File: src/rtl/pipeline_exec_ctrl_if.sv
// Host/pipeline signal bundle for the execution controller.
// The controller attaches through the slave modport; the host/testbench side uses master.
interface pipeline_exec_ctrl_if #(
  parameter int CYCLE_W = 32
);
  logic [7:0]         cmd_data;
  logic               cmd_valid;
  logic               cmd_ready;
  logic [31:0]        pc_instr_in;
  logic               pc_enable_out;
  logic               pc_reset_out;
  logic [CYCLE_W-1:0] cycle_count;
  logic [7:0]         status_data;
  logic               status_valid;
  logic               status_ready;
  logic [2:0]         state_out;

  modport slave (
    input  cmd_data, cmd_valid, pc_instr_in, status_ready,
    output cmd_ready, pc_enable_out, pc_reset_out, cycle_count,
           status_data, status_valid, state_out
  );

  modport master (
    output cmd_data, cmd_valid, pc_instr_in, status_ready,
    input  cmd_ready, pc_enable_out, pc_reset_out, cycle_count,
           status_data, status_valid, state_out
  );
endinterface

File: src/rtl/pipeline_exec_ctrl.sv
// Debug-host execution controller for the MIPS pipeline: reset / step / run / pause,
// HALT detection with a fixed drain, enabled-cycle counter and one status byte per command.
module pipeline_exec_ctrl #(
  parameter int          CYCLE_W      = 32,
  parameter logic [5:0]  HALT_OPCODE  = 6'b111111,
  parameter int unsigned DRAIN_CYCLES = 4
) (
  input logic                  clk,
  input logic                  reset,
  pipeline_exec_ctrl_if.slave  bus
);

  localparam int DRAIN_W = $clog2(DRAIN_CYCLES + 1);

  localparam logic [7:0] CMD_RESET = 8'h52;
  localparam logic [7:0] CMD_STEP  = 8'h53;
  localparam logic [7:0] CMD_CONT  = 8'h43;
  localparam logic [7:0] CMD_PAUSE = 8'h50;

  localparam logic [7:0] ST_RESET  = 8'h00;
  localparam logic [7:0] ST_STEP   = 8'h01;
  localparam logic [7:0] ST_HALT   = 8'h02;
  localparam logic [7:0] ST_PAUSE  = 8'h03;
  localparam logic [7:0] ST_HALTED = 8'hE1;
  localparam logic [7:0] ST_BADCMD = 8'hEE;

  typedef enum logic [2:0] {
    S_IDLE   = 3'd0,
    S_PRST   = 3'd1,
    S_STEP   = 3'd2,
    S_RUN    = 3'd3,
    S_DRAIN  = 3'd4,
    S_REPORT = 3'd5,
    S_DONE   = 3'd6
  } state_e;

  state_e               state_q, state_d;
  state_e               ret_q, ret_d;
  logic [7:0]           status_q, status_d;
  logic                 prst_cmd_q, prst_cmd_d;
  logic [DRAIN_W-1:0]   drain_q, drain_d;
  logic [CYCLE_W-1:0]   count_q, count_d;

  logic enable_s;
  logic ready_s;
  logic fire_s;
  logic halt_s;
  logic unused_instr_s;

  assign enable_s = (state_q == S_STEP) || (state_q == S_RUN) || (state_q == S_DRAIN);
  assign ready_s  = (state_q == S_IDLE) || (state_q == S_RUN) || (state_q == S_DONE);
  assign fire_s   = bus.cmd_valid && ready_s;
  // HALT is ignored while draining so the drain length stays fixed
  assign halt_s   = enable_s && (state_q != S_DRAIN) &&
                    (bus.pc_instr_in[31:26] == HALT_OPCODE);
  assign unused_instr_s = ^bus.pc_instr_in[25:0];

  // Next-state, status and drain-counter decode
  always_comb begin
    state_d    = state_q;
    ret_d      = ret_q;
    status_d   = status_q;
    prst_cmd_d = prst_cmd_q;
    drain_d    = drain_q;
    case (state_q)
      S_IDLE: begin
        if (fire_s) begin
          case (bus.cmd_data)
            CMD_RESET: begin state_d = S_PRST; prst_cmd_d = 1'b1; end
            CMD_STEP:  state_d = S_STEP;
            CMD_CONT:  state_d = S_RUN;
            default:   begin state_d = S_REPORT; status_d = ST_BADCMD; ret_d = S_IDLE; end
          endcase
        end else begin
          state_d = S_IDLE;
        end
      end
      S_PRST: begin
        prst_cmd_d = 1'b0;
        if (prst_cmd_q) begin
          state_d  = S_REPORT;
          status_d = ST_RESET;
          ret_d    = S_IDLE;
        end else begin
          state_d = S_IDLE;
        end
      end
      S_STEP: begin
        if (halt_s) begin
          state_d = S_DRAIN;
          drain_d = DRAIN_W'(DRAIN_CYCLES);
        end else begin
          state_d  = S_REPORT;
          status_d = ST_STEP;
          ret_d    = S_IDLE;
        end
      end
      S_RUN: begin
        if (halt_s) begin
          state_d = S_DRAIN;
          drain_d = DRAIN_W'(DRAIN_CYCLES);
        end else if (fire_s && (bus.cmd_data == CMD_PAUSE)) begin
          state_d  = S_REPORT;
          status_d = ST_PAUSE;
          ret_d    = S_IDLE;
        end else begin
          state_d = S_RUN;
        end
      end
      S_DRAIN: begin
        if (drain_q <= DRAIN_W'(1)) begin
          state_d  = S_REPORT;
          status_d = ST_HALT;
          ret_d    = S_DONE;
        end else begin
          drain_d = drain_q - DRAIN_W'(1);
        end
      end
      S_REPORT: begin
        if (bus.status_ready) begin
          state_d = ret_q;
        end else begin
          state_d = S_REPORT;
        end
      end
      S_DONE: begin
        if (fire_s) begin
          case (bus.cmd_data)
            CMD_RESET: begin state_d = S_PRST; prst_cmd_d = 1'b1; end
            CMD_STEP, CMD_CONT: begin
              state_d = S_REPORT; status_d = ST_HALTED; ret_d = S_DONE;
            end
            default: begin state_d = S_REPORT; status_d = ST_BADCMD; ret_d = S_DONE; end
          endcase
        end else begin
          state_d = S_DONE;
        end
      end
      default: state_d = S_IDLE;
    endcase
  end

  // Enabled-cycle counter: saturating, cleared during PRST
  always_comb begin
    count_d = count_q;
    if (state_q == S_PRST) begin
      count_d = {CYCLE_W{1'b0}};
    end else if (enable_s && (count_q != {CYCLE_W{1'b1}})) begin
      count_d = count_q + CYCLE_W'(1);
    end else begin
      count_d = count_q;
    end
  end

  // State and datapath registers
  always_ff @(posedge clk) begin
    if (reset) begin
      state_q    <= S_PRST;
      ret_q      <= S_IDLE;
      status_q   <= 8'h00;
      prst_cmd_q <= 1'b0;
      drain_q    <= {DRAIN_W{1'b0}};
      count_q    <= {CYCLE_W{1'b0}};
    end else begin
      state_q    <= state_d;
      ret_q      <= ret_d;
      status_q   <= status_d;
      prst_cmd_q <= prst_cmd_d;
      drain_q    <= drain_d;
      count_q    <= count_d;
    end
  end

  assign bus.cmd_ready     = ready_s;
  assign bus.pc_enable_out = enable_s;
  assign bus.pc_reset_out  = (state_q == S_PRST);
  assign bus.cycle_count   = count_q;
  assign bus.status_data   = status_q;
  assign bus.status_valid  = (state_q == S_REPORT);
  assign bus.state_out     = state_q;

endmodule

File: src/flat_wrapper.sv
// flat-port wrapper written by rule: the top's interface ports become plain ports
module pipeline_exec_ctrl_flat 
#(
  parameter int          CYCLE_W      = 32,
  parameter logic [5:0]  HALT_OPCODE  = 6'b111111,
  parameter int unsigned DRAIN_CYCLES = 4
)
  (clk, reset, bus_cmd_data, bus_cmd_valid, bus_pc_instr_in, bus_status_ready, bus_cmd_ready, bus_pc_enable_out, bus_pc_reset_out, bus_cycle_count, bus_status_data, bus_status_valid, bus_state_out);
  pipeline_exec_ctrl_if #(.CYCLE_W(CYCLE_W)) bus_i ();
  input logic clk;
  input logic reset;
  input wire logic [$bits(bus_i.cmd_data)-1:0] bus_cmd_data;
  input wire logic [$bits(bus_i.cmd_valid)-1:0] bus_cmd_valid;
  input wire logic [$bits(bus_i.pc_instr_in)-1:0] bus_pc_instr_in;
  input wire logic [$bits(bus_i.status_ready)-1:0] bus_status_ready;
  output wire logic [$bits(bus_i.cmd_ready)-1:0] bus_cmd_ready;
  output wire logic [$bits(bus_i.pc_enable_out)-1:0] bus_pc_enable_out;
  output wire logic [$bits(bus_i.pc_reset_out)-1:0] bus_pc_reset_out;
  output wire logic [$bits(bus_i.cycle_count)-1:0] bus_cycle_count;
  output wire logic [$bits(bus_i.status_data)-1:0] bus_status_data;
  output wire logic [$bits(bus_i.status_valid)-1:0] bus_status_valid;
  output wire logic [$bits(bus_i.state_out)-1:0] bus_state_out;
  assign bus_i.cmd_data = bus_cmd_data;
  assign bus_i.cmd_valid = bus_cmd_valid;
  assign bus_i.pc_instr_in = bus_pc_instr_in;
  assign bus_i.status_ready = bus_status_ready;
  assign bus_cmd_ready = bus_i.cmd_ready;
  assign bus_pc_enable_out = bus_i.pc_enable_out;
  assign bus_pc_reset_out = bus_i.pc_reset_out;
  assign bus_cycle_count = bus_i.cycle_count;
  assign bus_status_data = bus_i.status_data;
  assign bus_status_valid = bus_i.status_valid;
  assign bus_state_out = bus_i.state_out;
  pipeline_exec_ctrl #(.CYCLE_W(CYCLE_W), .HALT_OPCODE(HALT_OPCODE), .DRAIN_CYCLES(DRAIN_CYCLES)) u_core (.clk(clk), .reset(reset), .bus(bus_i));
endmodule
File: config.mk
export PLATFORM = sky130hd
export DESIGN_NAME = pipeline_exec_ctrl_flat
export DESIGN_NICKNAME = d
export VERILOG_FILES = /design/src/rtl/pipeline_exec_ctrl_if.sv /design/src/rtl/pipeline_exec_ctrl.sv /design/src/flat_wrapper.sv
export SDC_FILE = /design/constraint.sdc
export NUM_CORES = 1
export LEC_CHECK = 0
export ABC_AREA = 1
export BUFFER_PORTS_ARGS = -buffer_cell sky130_fd_sc_hd__buf_2
export CORE_MARGIN = 2
export CORE_UTILIZATION = 50
export CTS_BUF_LIST = sky130_fd_sc_hd__clkbuf_8 sky130_fd_sc_hd__clkbuf_16
export DETAILED_ROUTE_END_ITERATION = 7
export PLACE_DENSITY = 0.78
export SYNTH_ARGS = -nofsm -noshare
export SYNTH_HDL_FRONTEND = slang
export SYNTH_SLANG_ARGS = --single-unit
File: constraint.sdc
create_clock -name clk -period 3.9 [get_ports clk]
set_input_delay 0.39 -clock clk [delete_from_list [all_inputs] [get_ports clk]]
set_output_delay 0.39 -clock clk [all_outputs]
set_load 0.02 [all_outputs]
==> reports/qor.csv, run 1 <==
metric,value,unit
status,"finished, final reports clean",
Area Growth Syn to Fin,13.1,%
fillers,569,
largest area contributor in the netlist,dfxtp_1,
post_cts resized,0,
largest net degree at the start of global routing,31,
Num CTS Buffers,5,
final hold slack,0.304,ns
most numerous cell in the Yosys netlist,nand2_1,
Vias,3112,
n_diodes,0,
clk buf depth,2,
IO Pins,91,
GRT Total Usage,0.232,
die area,0.00658,mm2
Starting Density,0.508,
sequential power share,0.507,
"Reg clk slew, reported paths",0.08,ns
"FF+latch count, synth",44,
endpoint class of the critical path,flip-flop,
antenna violations before repair,0,
drt total wl,7320,um
CTS tree,done,
"EDFF count, synth",0,
RSZ-0062 raised after global routing,false,
synthesized area per cell,6.12,um2
Synth top area share,0.296,
"Largest stage delay, worst path",0.40,ns
postcts setup bufs,0,
Avg WL per Cell,11.8,um
ys flop type,dfxtp_1,
period utilization,0.569,
ranking of synthesized cells by area,"dfxtp_1 (30%), nand2_1 (20%), nor2_1 (10%)",
maximum clock rate,451,MHz
Layout Cell Area excl Fill,0.00336,mm2
cell chain of the critical path,ha_1 > nand2_1 > nor2_2 > nand2_2 > nor2_4 > nand2_2 > nand2_4 > inv_2 > nand2_1 > nand2_1 > nand2_1 > nor2_1,
Final min period,2.22,ns
"Net count, final",590,
final clock skew,0.00904,ns
post-synthesis net count,533,
Slew @ Worst Pin,0.543,ns
initial drt markers,153,
Placed Area,0.00327,mm2
worst skew pair latency,0.30,ns
Max Cap Viol,0,
post-route ant nets,0,
CP top delay family,simple AND/OR/NAND/NOR gates,
sequential fraction of the synthesis area,0.296,
DP HPWL,5660,um
Slew Limit Headroom,0.637,
crit path kind,reg -> reg,
Psw,0.000280,W
first-pass GRT wire length,12100,um
Crit path required time,4.10,ns
Logic pwr share,0.177,
first-pass iteration count of the detailed router,5,
Chip Width,81.1,um
grt total ovfl,0,
Pins Over Slew Limit,0,
Clock power frac,0.317,
root buf cell,clkbuf_8,
Mapped Cells,486,
endpoints failing hold,0,
Post-synth ARST share,0,
final setup TNS,0,ns
Peak supply drop,0.217,mV
CP startpoint kind,flip-flop,
Worst path slowest cell,dfxtp_1,
Ys Warns,0,
P per Cell Area,276,mW/mm2
Sw Share,0.301,
port bufs,63,
Core Rows,28,
Core Region,0.00585,mm2
critical path peak fanout,30,
Pint,0.000650,W
Final setup viols,0,
Post-Syn Area,0.00297,mm2
Die Y,81.1,um
fraction of layout cells with a size suffix above 1,0.188,
CP most frequent cell,nand2_1,
CTS sink count,44,
Leak,1.53,nW
worst hold path class,in -> reg,
Post-synth top cells,"nand2_1 (155), nor2_1 (82), inv_1 (51)",
vias in the first global route,2730,
vias per inst,5.03,
drt drc,0,
gpl congestion,0.969,
worst path arrival time,2.42,ns
# hold bufs at CTS,0,
# H-tree levels,2,
Synth cell types,37,
Buf/Inv on CP,1,
[cells by family (layout without fill, tap and decap cells)]
group,after synthesis,in the layout,synth area share
xor+xnor,14,14,0.0412
fa+ha+maj,3,3,0.0126
buf+inv,69,127,0.109
other cells,1,1,0.00126
compound gates,47,47,0.0972
flops,44,44,0.296
simple gates,308,308,0.443
[area by class of cell]
class | count | area, um2 | area share
multi-input cells | 373 | 1770 | 0.526
flip-flops and latches | 44 | 881 | 0.262
repair buffers | 64 | 323 | 0.0959
inverters | 55 | 206 | 0.0614
well taps | 75 | 93.8 | 0.0279
clock buffers | 6 | 82.6 | 0.0245
clock inverters | 2 | 7.51 | 0.00223
[power by group through the flow]
stage                     logic (W)  clock network (W)  registers, W
final                      0.000164           0.000294      0.000471
after detailed placement   0.000164                  0      0.000481
after global routing       0.000183           0.000321      0.000473
after CTS                  0.000164           0.000306      0.000471
after global placement     0.000162                  0      0.000481
after floorplan            0.000116                  0      0.000492
[registers in the layout (all words and copies together), names as in the netlist]
| name | flops |
|---|---|
| u_core.drain_q | 3 |
| u_core.bus.state_out | 3 |
| u_core.bus.status_data | 4 |
| u_core.prst_cmd_q | 1 |
| u_core.bus.cycle_count | 32 |
| u_core.ret_q | 1 |
[per-layer routing]
layer,part of all wire,track usage,up-vias
li1,-,-,1637
met1,0.47,0.304,1380
met2,0.47,0.386,91
met3,0.055,0.0422,4
met4,0.0066,0.0729,0
met5,0,0,-
[final timing paths]
path / start / endpoint / slack [ns] / cells past startpoint
setup / recovery: u_core.bus.cycle_count[1]$_SDFFE_PP0P_ / u_core.bus.cycle_count[22]$_SDFFE_PP0P_ / 1.68 / 12
setup reg to reg: u_core.bus.cycle_count[1]$_SDFFE_PP0P_ / u_core.bus.cycle_count[22]$_SDFFE_PP0P_ / 1.68 / 12
hold / removal: reset / u_core.bus.state_out[2]$_SDFFE_PP0N_ / 0.30 / 2
hold reg to reg: u_core.drain_q[0]$_SDFFE_PP0P_ / u_core.drain_q[0]$_SDFFE_PP0P_ / 0.48 / 1
[layout by cell type, fill, tap and decap left out, types with 2 or more instances in the layout]
cell and instances:
xor2_1 11, nand4_1 5, nand3b_1 6, xnor2_1 3
nor2_2 3, o21ai_0 11, nor3_2 2, nand2_2 10
a31oi_1 2, dfxtp_1 44, nor3_1 7, ha_1 3
inv_1 53, a21oi_1 18, nand3_1 33, inv_2 3
buf_2 63, nand2_1 155, nor3b_1 2, clkbuf_8 6
nor2_1 82, o22ai_1 2, a21oi_2 10
[through the flow]
stage	setup slack, ns	cells	power (W)	utilization
after floorplan	2.09	486	0.000609	-
after global placement	1.73	611	0.000643	0.560
after detailed placement	1.70	611	0.000645	0.560
after CTS	1.68	619	0.000941	0.575
final	1.68	619	0.000929	0.575
after global routing	1.47	619	0.000977	0.575
(Power assumes the default switching activity.)
==> run 2, diff against run 1 <==
==> constraint.sdc (replaced) <==
create_clock -name clk -period 2.1 [get_ports clk]
set_input_delay 0.21 -clock clk [delete_from_list [all_inputs] [get_ports clk]]
set_output_delay 0.21 -clock clk [all_outputs]
set_load 0.02 [all_outputs]
==> run 2 against run 1 <==
Compared with the run above:
- fmax rose by 19%
- worst setup slack got worse by 1.5 ns
- via count rose by 2.6%
- critical path depth fell by 4
- largest power group unchanged
- highest routed layer unchanged
==> reports/qor.csv, run 2 (synthesized netlist as in run 1, its figures left out) <==
metric,value,unit,change
first-pass iteration count of the detailed router,4,,-1
worst path arrival time,2.11,ns,-0.31 ns
clk buf depth,2,,unchanged
CTS sink count,44,,unchanged
post_cts resized,0,,unchanged
CTS tree,done,,
Area Growth Syn to Fin,15.9,%,
"commonest cells after routing, fill and taps aside","nand2_1 (155), nor2_1 (82), buf_2 (63)",,
worst skew pair latency,0.30,ns,about the same
Die Y,81.1,um,unchanged
grt total ovfl,0,,unchanged
Crit path required time,2.34,ns,-1.76 ns
worst hold path class,in -> reg,,
crit path kind,reg -> reg,,
Placed Cells,617,,+0.98%
non-filler instance count after layout,625,,+0.97%
endpoint class of the critical path,flip-flop,,
fraction of layout cells with a size suffix above 1,0.200,,+0.0125
max reg flops,32,,unchanged
Final min period,1.87,ns,-0.348 ns
"Largest stage delay, worst path",0.55,ns,+0.15 ns
Num CTS Buffers,5,,unchanged
Worst Setup EP,u_core.bus.cycle_count[22]$_SDFFE_PP0P_,,
Final setup viols,0,,unchanged
Starting Density,0.508,,unchanged
crit path launch,u_core.bus.state_out[1]$_SDFFE_PP0N_,,
drt drc,0,,unchanged
setup ws final,0.229,ns,-1.45 ns
status,"finished, final reports clean",,
reg2reg setup slack,0.23,ns,-1.45 ns
"commonest non-fill, non-tap cell in the layout",nand2_1,,
critical path peak fanout,29,,-3.3%
Reg-to-Reg Start,u_core.bus.state_out[1]$_SDFFE_PP0N_,,
# H-tree levels,2,,unchanged
Vias,3192,,+2.6%
n_diodes,0,,unchanged
# hold bufs at CTS,0,,unchanged
Core Rows,28,,unchanged
postcts setup bufs,0,,unchanged
"Reg clk slew, reported paths",0.09,ns,about the same
Core Region,0.00585,mm2,unchanged
Worst path slowest cell,dfxtp_1,,
cell chain of the critical path,nand2_1 > o21ai_2 > nand2_4 > inv_2 > nand2_1 > nand2_1 > nand2_1 > nor2_1,,
P per Cell Area,552,mW/mm2,+100%
"Net count, final",596,,+1.0%
worst reg2reg path depth,8,,-4
die area,0.00658,mm2,unchanged
port bufs,63,,unchanged
IO Pins,91,,unchanged
final setup TNS,0,ns,unchanged
Avg WL per Cell,12.0,um,+1.3%
root buf cell,clkbuf_8,,
pre-CTS WS,0.257,ns,-1.44 ns
Pins Over Slew Limit,0,,unchanged
vias per inst,5.11,,+1.6%
RSZ-0062 raised after global routing,false,,
CP startpoint kind,flip-flop,,
final clock skew,0.00571,ns,-0.00334 ns
Peak supply drop,0.323,mV,+49%
Chip Width,81.1,um,unchanged
GRT Total Usage,0.236,,+0.00398
DP HPWL,5820,um,+2.8%
reg-to-reg endpoint,u_core.bus.cycle_count[22]$_SDFFE_PP0P_,,
Max Cap Viol,0,,unchanged
initial drt markers,170,,+11%
vias in the first global route,2830,,+3.7%
drt total wl,7480,um,+2.3%
gpl congestion,0.956,,-1.4%
Leak,1.56,nW,+2.5%
post-route ant nets,0,,unchanged
antenna violations before repair,0,,unchanged
final hold slack,0.119,ns,-0.184 ns
maximum clock rate,535,MHz,+19%
period utilization,0.891,,+0.322
first-pass GRT wire length,12400,um,+2.8%
fin util,0.589,,+0.0139
CP most frequent cell,nand2_1,,
largest net degree at the start of global routing,30,,-3.2%
endpoints failing hold,0,,unchanged
## run 2: cell count changes in the layout (fill, tap and decap cells not counted), sizes merged
cell,before,now
bufinv,0,1
clkbuf,6,7
inv,56,54
buf,64,70
## run 2: layer usage
metal | GRT usage | up-vias | routed length, um
li1 | - | 1648 | -
met1 | 0.307 | 1424 | 3410
met2 | 0.398 | 105 | 3530
met3 | 0.0333 | 15 | 416
met4 | 0.0831 | 0 | 124
met5 | 0 | - | 0
## run 2: per-stage QoR
stage                     total power, W  cell area, um2
after floorplan                  0.00113            2970
after global placement           0.00120            3320
after detailed placement         0.00120            3320
after CTS                        0.00193            3450
after global routing             0.00198            3450
final                            0.00190            3450
## run 2: final cells by class
type                    count  area [um2]
flip-flops and latches     44         881
well taps                  75        93.8
multi-input cells         373        1770
clock inverters             1        30.0
clock buffers               7        96.3
inverters                  55         206
fillers                   584        2400
repair buffers             70         368
## run 2: critical path: cells and delay by family (launching register included)
kind | cells | cell delay (ns)
compound gates | 1 | 0.19
buf+inv | 1 | 0.37
flops | 1 | 0.55
simple gates | 6 | 0.69
## run 2: where the power goes
group	switching (W)	total (W)	internal [W]
clock	0.000296	0.000716	0.000420
combinational	0.000213	0.000311	0.0000978
sequential	0.0000196	0.000875	0.000855
total	0.000529	0.00190	0.00137
## run 2: how the worst min path moves through the flow
stage | startpoint | end | slack [ns] | cells after the start
final | reset | u_core.bus.state_out[2]$_SDFFE_PP0N_ | 0.12 | 2
after global routing | reset | u_core.bus.state_out[2]$_SDFFE_PP0N_ | 0.13 | 2
after CTS | reset | u_core.bus.state_out[2]$_SDFFE_PP0N_ | 0.12 | 2
after detailed placement | reset | u_core.bus.state_out[2]$_SDFFE_PP0N_ | 0.45 | 2
after global placement | reset | u_core.bus.state_out[2]$_SDFFE_PP0N_ | 0.44 | 2
after floorplan | reset | u_core.bus.state_out[2]$_SDFFE_PP0N_ | 0.28 | 1
